$ cat src/rtl/fanout_fork.sv
// rtl/fanout_fork.sv - N-way ready/valid broadcast fork with eager taken flags or lazy all-ready mode
module fanout_fork #(
  parameter int NUM_OUT    = 6,
  parameter int DATA_WIDTH = 17,
  parameter int CNT_WIDTH  = 16
) (
  input  logic                  clk,
  input  logic                  rst_n,
  input  logic [NUM_OUT-1:0]    cfg_en,
  input  logic                  cfg_eager,
  input  logic                  flush,
  input  logic [DATA_WIDTH-1:0] in_data,
  input  logic                  in_valid,
  output logic                  in_ready,
  output logic [DATA_WIDTH-1:0] out_data,
  output logic [NUM_OUT-1:0]    out_valid,
  input  logic [NUM_OUT-1:0]    out_ready,
  output logic [NUM_OUT-1:0]    taken,
  output logic [CNT_WIDTH-1:0]  tok_count
);

  logic               lazy_ready;
  logic               eager_ready;
  logic               fire_in;
  logic [NUM_OUT-1:0] fire_o;

  // A channel blocks upstream only while it participates, still owes the token and is not ready.
  assign lazy_ready  = ~|(cfg_en & ~out_ready);
  assign eager_ready = ~|(cfg_en & ~taken & ~out_ready);

  assign out_data = in_data;

  always_comb begin
    in_ready  = 1'b0;
    out_valid = '0;
    if (rst_n) begin
      if (cfg_eager) begin
        in_ready  = eager_ready;
        out_valid = {NUM_OUT{in_valid}} & cfg_en & ~taken;
      end else begin
        in_ready  = lazy_ready;
        out_valid = {NUM_OUT{in_valid & lazy_ready}} & cfg_en;
      end
    end
  end

  assign fire_in = in_valid & in_ready;
  assign fire_o  = out_valid & out_ready;

  always_ff @(posedge clk) begin
    if (!rst_n) begin
      taken     <= '0;
      tok_count <= '0;
    end else if (flush) begin
      taken     <= '0;
      tok_count <= '0;
    end else begin
      if (fire_in) begin
        tok_count <= tok_count + CNT_WIDTH'(1);
      end
      // Lazy mode never records partial delivery, so its flags stay clear.
      if (fire_in || !cfg_eager) begin
        taken <= '0;
      end else begin
        taken <= taken | fire_o;
      end
    end
  end

endmodule

$ cat config.mk
export PLATFORM = sky130hd
export DESIGN_NAME = fanout_fork
export DESIGN_NICKNAME = d
export VERILOG_FILES = /design/src/rtl/fanout_fork.sv
export SDC_FILE = /design/constraint.sdc
export NUM_CORES = 1
export LEC_CHECK = 0
export ABC_AREA = 1
export BUFFER_PORTS_ARGS = -buffer_cell sky130_fd_sc_hd__clkbuf_2
export CAP_MARGIN = 10
export CORE_UTILIZATION = 47
export DETAILED_ROUTE_END_ITERATION = 8
export PLACE_DENSITY = 0.79
export SLEW_MARGIN = 25
export SYNTH_ARGS = -nofsm -noshare
export SYNTH_HDL_FRONTEND = slang
export SYNTH_SLANG_ARGS = --single-unit
$ cat constraint.sdc
create_clock -name clk -period 1.8 [get_ports clk]
set_input_delay 0.18 -clock clk [delete_from_list [all_inputs] [get_ports clk]]
set_output_delay 0.18 -clock clk [all_outputs]
set_load 0.02 [all_outputs]
[Word level (Yosys, flattened, before mapping)]
Cells that the tools add are included.
Word-level totals
  bits in registers: 22
  bits of input ports: 34
  output and inout bits: 46
  logic and storage cells: 28
Operators by class
  add/subtract/negate cells: 1
  multiplexer cells: 4
  bitwise logic cells: 13
  reduce and logical (&&, ||, !) cells: 8
Operators by type and width (number)
  6-bit AND: 7
  16-bit by 1-bit adder with 16-bit output, second input constant: 1
  6-bit two-way mux: 2
  6-bit NOT: 2
  6-bit OR reduction: 2
  6-bit bitwise OR: 1
  1-bit logical NOT: 3
  3-bit OR reduction: 1
  1-bit AND: 2
  1-bit two-way mux: 2
  2-bit OR reduction: 1
  1-bit logical OR: 1
  1-bit NOT: 1

[Depth between registers and ports, before layout]
Gate-level depths: netlist of the first run.
  depth after elaboration: 10
  mapped depth: 11
  mapped depth without buffers: 11

[Worst setup path after synthesis of the first run]
OpenSTA, ideal clock, no wires.
  kind: input to output
  from: input port out_ready[1]
  to: output port out_valid[1]
  data arrival time: 1.495 ns
  data required time: 1.620 ns
  setup slack: 0.125 ns
  stages: 9
  buffers on the path: 1
  cells stage by stage: inv_1 -> nand2_1 -> nand2_2 -> nor2_4 -> nand2_2 -> a21oi_4 -> buf_4 -> inv_2 -> nor4_1
On the way
  cells in the longest elaborated chain, start to end: 8
RTL lines
  start: declaration: line 17  | input logic [NUM_OUT-1:0] out_ready,
  6-bit NOT: line 28  | assign lazy_ready = ~|(cfg_en & ~out_ready);
  6-bit AND: line 28
  6-bit OR reduction: line 28
  1-bit logical NOT: line 28
  1-bit AND: line 42  | out_valid = {NUM_OUT{in_valid & lazy_ready}} & cfg_en;
  6-bit AND: line 42
  6-bit two-way mux: line 37  | if (cfg_eager) begin
  6-bit two-way mux: line 36  | if (rst_n) begin
  end: declaration: line 16  | output logic [NUM_OUT-1:0] out_valid,
No other way between the ends.

[Worst setup path in the final report of the first run]
  from: register tok_count[0]
  to: register tok_count[8]
On the way
  cells in the longest elaborated chain, start to end: 1
RTL lines
  start: declaration: line 19  | output logic [CNT_WIDTH-1:0] tok_count
  start signal: assignment: line 59  | tok_count <= tok_count + CNT_WIDTH'(1);
  16-bit by 1-bit adder with 16-bit output: line 59
No other way between the ends.
A chain may end at the register's enable or synchronous reset.

==> impl_metrics.yaml, run 1 <==
global_routing:
  grt_max_degree: 20
  overflow: 0
  grt_first_pass_wirelength_mm: 6.75
  met2_usage: 0.332
  grtUsageMet1: 0.277
  grt_pass1_vias: 1551
  grt_use_met3: 0.0310
  grt_most_used_layer: "met2"
  antenna_found_initial: 0
  grt_usage: 0.208
yosys:
  yosys_warnings: 0
  syn_inst: 300
  synth_most_common_cell: "nand2_1"
  yosysTopAreaCell: "dfxtp_1"
  synth.distinct_cells: 23
  yosys-top-cells-area: "dfxtp_1 (25%), nand2_1 (15%), inv_1 (13%)"
  synthArstFlopShare: 0
  ys_seq_elements: 22
  synth_commonest_cells: "nand2_1 (70), inv_1 (59), nor2_1 (46), nand3_1 (32), dfxtp_1 (22)"
  syn_area_um2: 1750
  synth_nets: 335
  synth-seq-area-share: 0.252
  avgSynthCellArea_um2: 5.83
  ys.flop_type: "dfxtp_1"
  synth_enable_flop_cells: 0
  yosysTopAreaCellShare: 0.252
timing:
  rsz0062_at_grt: "no"
  max_freq_mhz: 633
  holdWs_ps: 221
  finalCriticalPeriod_ps: 1580
  finClkSkew_ps: 1.21
  max_slew_margin: 0.783
  setup_viol: 0
  fin_tns_setup_ps: 0
  maxSlewViolCount: 0
  tightest_slew_ps: 325
  finalCritPeriodShare: 0.877
  final-hold-violation-count: 0
cts:
  clk_path_buf_depth: 2
  cts_buffers: 3
  cts_root_buffer: "clkbuf_8"
  clkSlewWorstSetupHoldPaths_ps: 90
  post_cts_buffers: 0
  cts_resized: 0
  cts_tree: "yes"
  ctsHtreeMaxLevel: 1
  cts_hold_buf: 0
  clock_latency_ps: 270
  cts_sinks: 22
floorplan:
  die_h_um: 63.0
  core_um2: 3440
  start_util: 0.509
  die_w_um: 63.0
  die_area_um2: 3970
  ios: 80
  rows: 21
drt:
  drt_iter0_drc: 120
  drc: 0
  via_per_inst: 4.81
  firstDrtPassIters: 4
  postRouteAntennaNets: 0
  route.final.wire_length_mm: 3.83
  wire_per_inst_um: 10.2
  num_vias: 1800
power:
  p_per_area_nw_per_um2: 588
  irDropWorstVdd_mv: 0.254
  leakagePower_nw: 0.970
  combPwrFrac: 0.161
  power.switching_w: 0.000305
  sw_frac_of_total: 0.264
  pwr-share-seq: 0.425
  clkPwrFrac: 0.414
  intPower_w: 0.000850
layout:
  diodes: 0
  areaGrowthSynthToFinish_pct: 12.2
  fin_nets: 364
  n_fill_cell: 368
  multi_input_comb_area_um2: 897
  drive_gt1_frac: 0.189
  register_area_um2: 440
worst_setup_path:
  cp-start-kind: "flip-flop"
  crit_chain: "ha_1 > nand2_1 > nor2_1 > nand2_1 > nor2_1 > nand2_1 > nor2_1 > nand3_1 > nand2_1 > nand2_1 > nor2_1"
  cp.required_ps: 2010
  cp.arrival_ps: 1790
  slowest_stage: "dfxtp_1"
  worstPathMaxFanout: 5
  crit_top_cell: "nand2_1"
  crit_path_max_incr_delay_ps: 410
  end_kind: "flip-flop"
  critPathKind: "flip-flop to flip-flop"
job:
  drv_cap: 0
place:
  portBuffers: 45
  gp_congestion: 0.924
  dpl.hpwl_mm: 2.91
status:
  status: "finished clean"
worst_hold_path:
  hp-class: "input pin to flip-flop"
-- power by group through the flow --
stage	sequential (W)	combinational, W	clock (W)
3_5_place_dp	0.000502	0.000184	0
5_1_grt	0.000491	0.000206	0.000508
6_report	0.000491	0.000186	0.000478
2_1_floorplan	0.000505	0.000183	0
3_3_place_gp	0.000502	0.000182	0
4_1_cts	0.000491	0.000185	0.000481
-- critical path, delay by kind of cell (launching register included) --
kind,cells,cell delay [ps]
adder cells (fa/ha/maj),1,210
flip-flops,1,410
AND/OR/NAND/NOR,10,920
-- worst paths after layout --
path / slack (ps) / to / startpoint / depth (start not counted)
setup / recovery: 220 / tok_count[8] / tok_count[0] / 11
hold / removal: 220 / taken[2] / out_ready[2] / 5
setup reg to reg: 220 / tok_count[8] / tok_count[0] / 11
hold reg to reg: 540 / tok_count[15] / tok_count[15] / 3
-- layer usage --
metal,vias to the layer above,wire length [um]
li1,968,-
met1,765,1800
met2,59,1710
met3,8,280
met4,0,40
met5,-,0
-- state kept, by name, summed over array words and instances (netlist names) --
register / cells
taken: 6
tok_count: 16
-- logic make-up after synthesis --
logic type / synth area share
adders and majority gates: 0.00715
AOI/OAI and AO/OA: 0.0365
buffers and inverters: 0.236
DFF: 0.252
xor gates and xnor gates: 0.00500
and+or+nand+nor: 0.464
-- placed cells by master, fill, tap and decap left out --
cell / instances
nand2_1: 70
inv_1: 59
nor2_1: 46
clkbuf_2: 45
nand3_1: 32
dfxtp_1: 22
nand4_1: 16
nor3_1: 8
a21oi_1: 4
nand2_2: 3
a21boi_0: 3
nor4_1: 3
clkbuf_8: 3
buf_4: 3
inv_2: 2
nor2_4: 1
a21oi_4: 1
o21ai_0: 1
nand3_4: 1
xnor2_1: 1
nand3_2: 1
ha_1: 1
bufinv_16: 1
buf_12: 1
-- stage by stage --
| stage | cell area, um2 | cells | util | setup slack (ps) | power [W] |
|---|---|---|---|---|---|
| after detailed placement | 1890 | 370 | 0.550 | 260 | 0.000687 |
| final | 1960 | 374 | 0.570 | 221 | 0.00115 |
| after global routing | 1960 | 374 | 0.570 | 21.9 | 0.00121 |
| after CTS | 1960 | 374 | 0.570 | 212 | 0.00116 |
| after floorplan | 1750 | 300 | - | 125 | 0.000688 |
| after global placement | 1890 | 370 | 0.550 | 298 | 0.000684 |
-- area by class of cell --
type | count | area share
clock buffer | 3 | 0.0210
clock inverter | 1 | 0.0153
inverter | 61 | 0.117
multi-input combinational | 192 | 0.457
sequential | 22 | 0.224
tap | 46 | 0.0293
timing repair buffer | 49 | 0.136
Note: power is estimated with default switching activity, not from simulation.
==> run 2: changes to the inputs <==
--- a/config.mk
+++ b/config.mk
@@ -6,11 +6,11 @@
 export NUM_CORES = 1
 export LEC_CHECK = 0
 export ABC_AREA = 1
-export BUFFER_PORTS_ARGS = -buffer_cell sky130_fd_sc_hd__clkbuf_2
 export CAP_MARGIN = 10
-export CORE_UTILIZATION = 47
+export CORE_UTILIZATION = 60
 export DETAILED_ROUTE_END_ITERATION = 8
-export PLACE_DENSITY = 0.79
+export DONT_BUFFER_PORTS = 1
+export PLACE_DENSITY = 0.75
 export SLEW_MARGIN = 25
 export SYNTH_ARGS = -nofsm -noshare
 export SYNTH_HDL_FRONTEND = slang
==> run 2 against run 1 <==
  * Cell area fell by 6.7%
  * Clock power is 53% lower
  * Count of clock-buffer cells in the layout is the same
  * Via count is 4.6% lower
  * Fmax shrank 4.0%
  * Flip-flop and latch count stayed put
  * Critical path type is now flip-flop to output pin
  * Sequential share of layout area grew 1.7 points
  * Critical path depth shrank 4
  * Global-route usage grew 2.9 points
  * Utilization grew 9.4 points
  * Worst setup slack got worse by 66 ps
  * Power fell by 24%
==> impl_metrics.yaml, run 2 (synthesis results as in run 1) <==
worst_setup_path:
  cp-start-kind: "flip-flop"
  critPathKind: "flip-flop to output pin"
  worstPathMaxFanout: 3
  end_kind: "output pin"
  cp.arrival_ps: 1460
  cp.required_ps: 1620
drt:
  postRouteAntennaNets: 0
  via_per_inst: 5.11
  drc: 0
  drt_iter0_drc: 74
  num_vias: 1717
  wire_per_inst_um: 11.1
  route.final.wire_length_mm: 3.74
  firstDrtPassIters: 4
layout:
  register_area_um2: 442
  fin_cells: 336
  final_core_util: 0.664
  areaGrowthSynthToFinish_pct: 4.65
  final_common_cell: "nand2_1"
  mostFrequentLayoutCells: "nand2_1 (70), inv_1 (59), nor2_1 (46)"
  fin_nets: 342
  diodes: 0
  largest_reg_flops: 16
  drive_gt1_frac: 0.131
  multi_input_comb_area_um2: 897
  final_area_um2: 1830
  n_fill_cell: 277
  top_register: "tok_count"
  top_regs: "tok_count: 16 flops, taken: 6 flops"
global_routing:
  grt_first_pass_wirelength_mm: 6.15
  overflow: 0
  grt_most_used_layer: "met2"
  grt_usage: 0.237
  grt_use_met3: 0.0651
  grtUsageMet1: 0.313
  met2_usage: 0.384
  antenna_found_initial: 0
  grt_max_degree: 29
  grt_pass1_vias: 1437
floorplan:
  die_area_um2: 3140
  rows: 19
  ios: 80
  start_util: 0.635
  core_um2: 2760
  die_w_um: 56.0
  die_h_um: 56.0
cts:
  cts_buffers: 3
  cts_sinks: 22
  cts_root_buffer: "clkbuf_4"
  post_cts_buffers: 0
  ctsHtreeMaxLevel: 1
  cts_tree: "yes"
  clk_path_buf_depth: 2
  clkSlewWorstSetupHoldPaths_ps: 130
  clock_latency_ps: 300
timing:
  maxSlewViolCount: 0
  fin_tns_setup_ps: 0
  finalCriticalPeriod_ps: 1640
  tightest_slew_ps: 414
  finalCritPeriodShare: 0.914
  holdWs_ps: 72.4
  rsz0062_at_grt: "no"
  setup_viol: 0
  max_freq_mhz: 608
  max_slew_margin: 0.724
  final-hold-violation-count: 0
  finClkSkew_ps: 7.66
place:
  gp_congestion: 0.916
  place_area_um2: 1810
  portBuffers: 0
  placed_cells: 333
  dpl.hpwl_mm: 2.88
job:
  drv_cap: 0
worst_hold_path:
  hp-class: "input pin to flip-flop"
status:
  status: "finished clean"
power:
  irDropWorstVdd_mv: 0.433
  p_per_area_nw_per_um2: 476
  leakagePower_nw: 0.867
## run 2: changes by cell type in the layout (fill, tap and decap cells not counted), sizes merged
cell,delta
bufinv,-1
clkbuf,-45
buf,+23
## run 2: metal layers
metal,vias to the layer above,wire length [um]
li1,922,-
met3,10,333
met5,-,0
met1,730,1720
met2,55,1650
met4,0,34
## run 2: report_power, final
part / total [W] / leakage (nW) / switching [W] / internal [W]
combinational: 0.000156 / 0.675 / 0.000102 / 0.0000540
clock: 0.000226 / 0.0138 / 0.000148 / 0.0000780
sequential: 0.000490 / 0.178 / 0.00000130 / 0.000489
## run 2: what timing repair did
item,CTS,global route
hold buffers,0,0
gates resized for setup,0,1
setup endpoints to repair,0,1
endpoints found under the hold margin,0,0
## run 2: path summary, 6_finish.rpt
kind                              startpoint           end  slack, ps  depth (start not counted)
worst max-delay path                taken[3]      in_ready        160                          7
worst min-delay path                in_valid  tok_count[2]         70                          3
worst max register to register  tok_count[0]  tok_count[8]        220                         11
worst min register to register  tok_count[9]  tok_count[9]        550                          4
## run 2: area by class of cell
type                    count  area share
clock buffers               3      0.0123
multi-input cells         192       0.490
inverters                  61       0.125
repair buffers             27       0.111
well taps                  31      0.0212
flip-flops and latches     22       0.241
## run 2: critical path, stage by stage, from the launching register on
cell	delay [ps]
dfxtp_2	420
inv_1	70
nand3_1	80
nand2_1	50
nor2_1	80
nand2_1	80
a21oi_1	200
buf_4	170
## run 2: through the flow
stage / total power [W] / setup slack, ps
floorplan: 0.000688 / 125
global placement: 0.000654 / 239
detailed placement: 0.000656 / 206
CTS: 0.000877 / 94.4
global route: 0.000919 / 38.3
finish: 0.000872 / 155
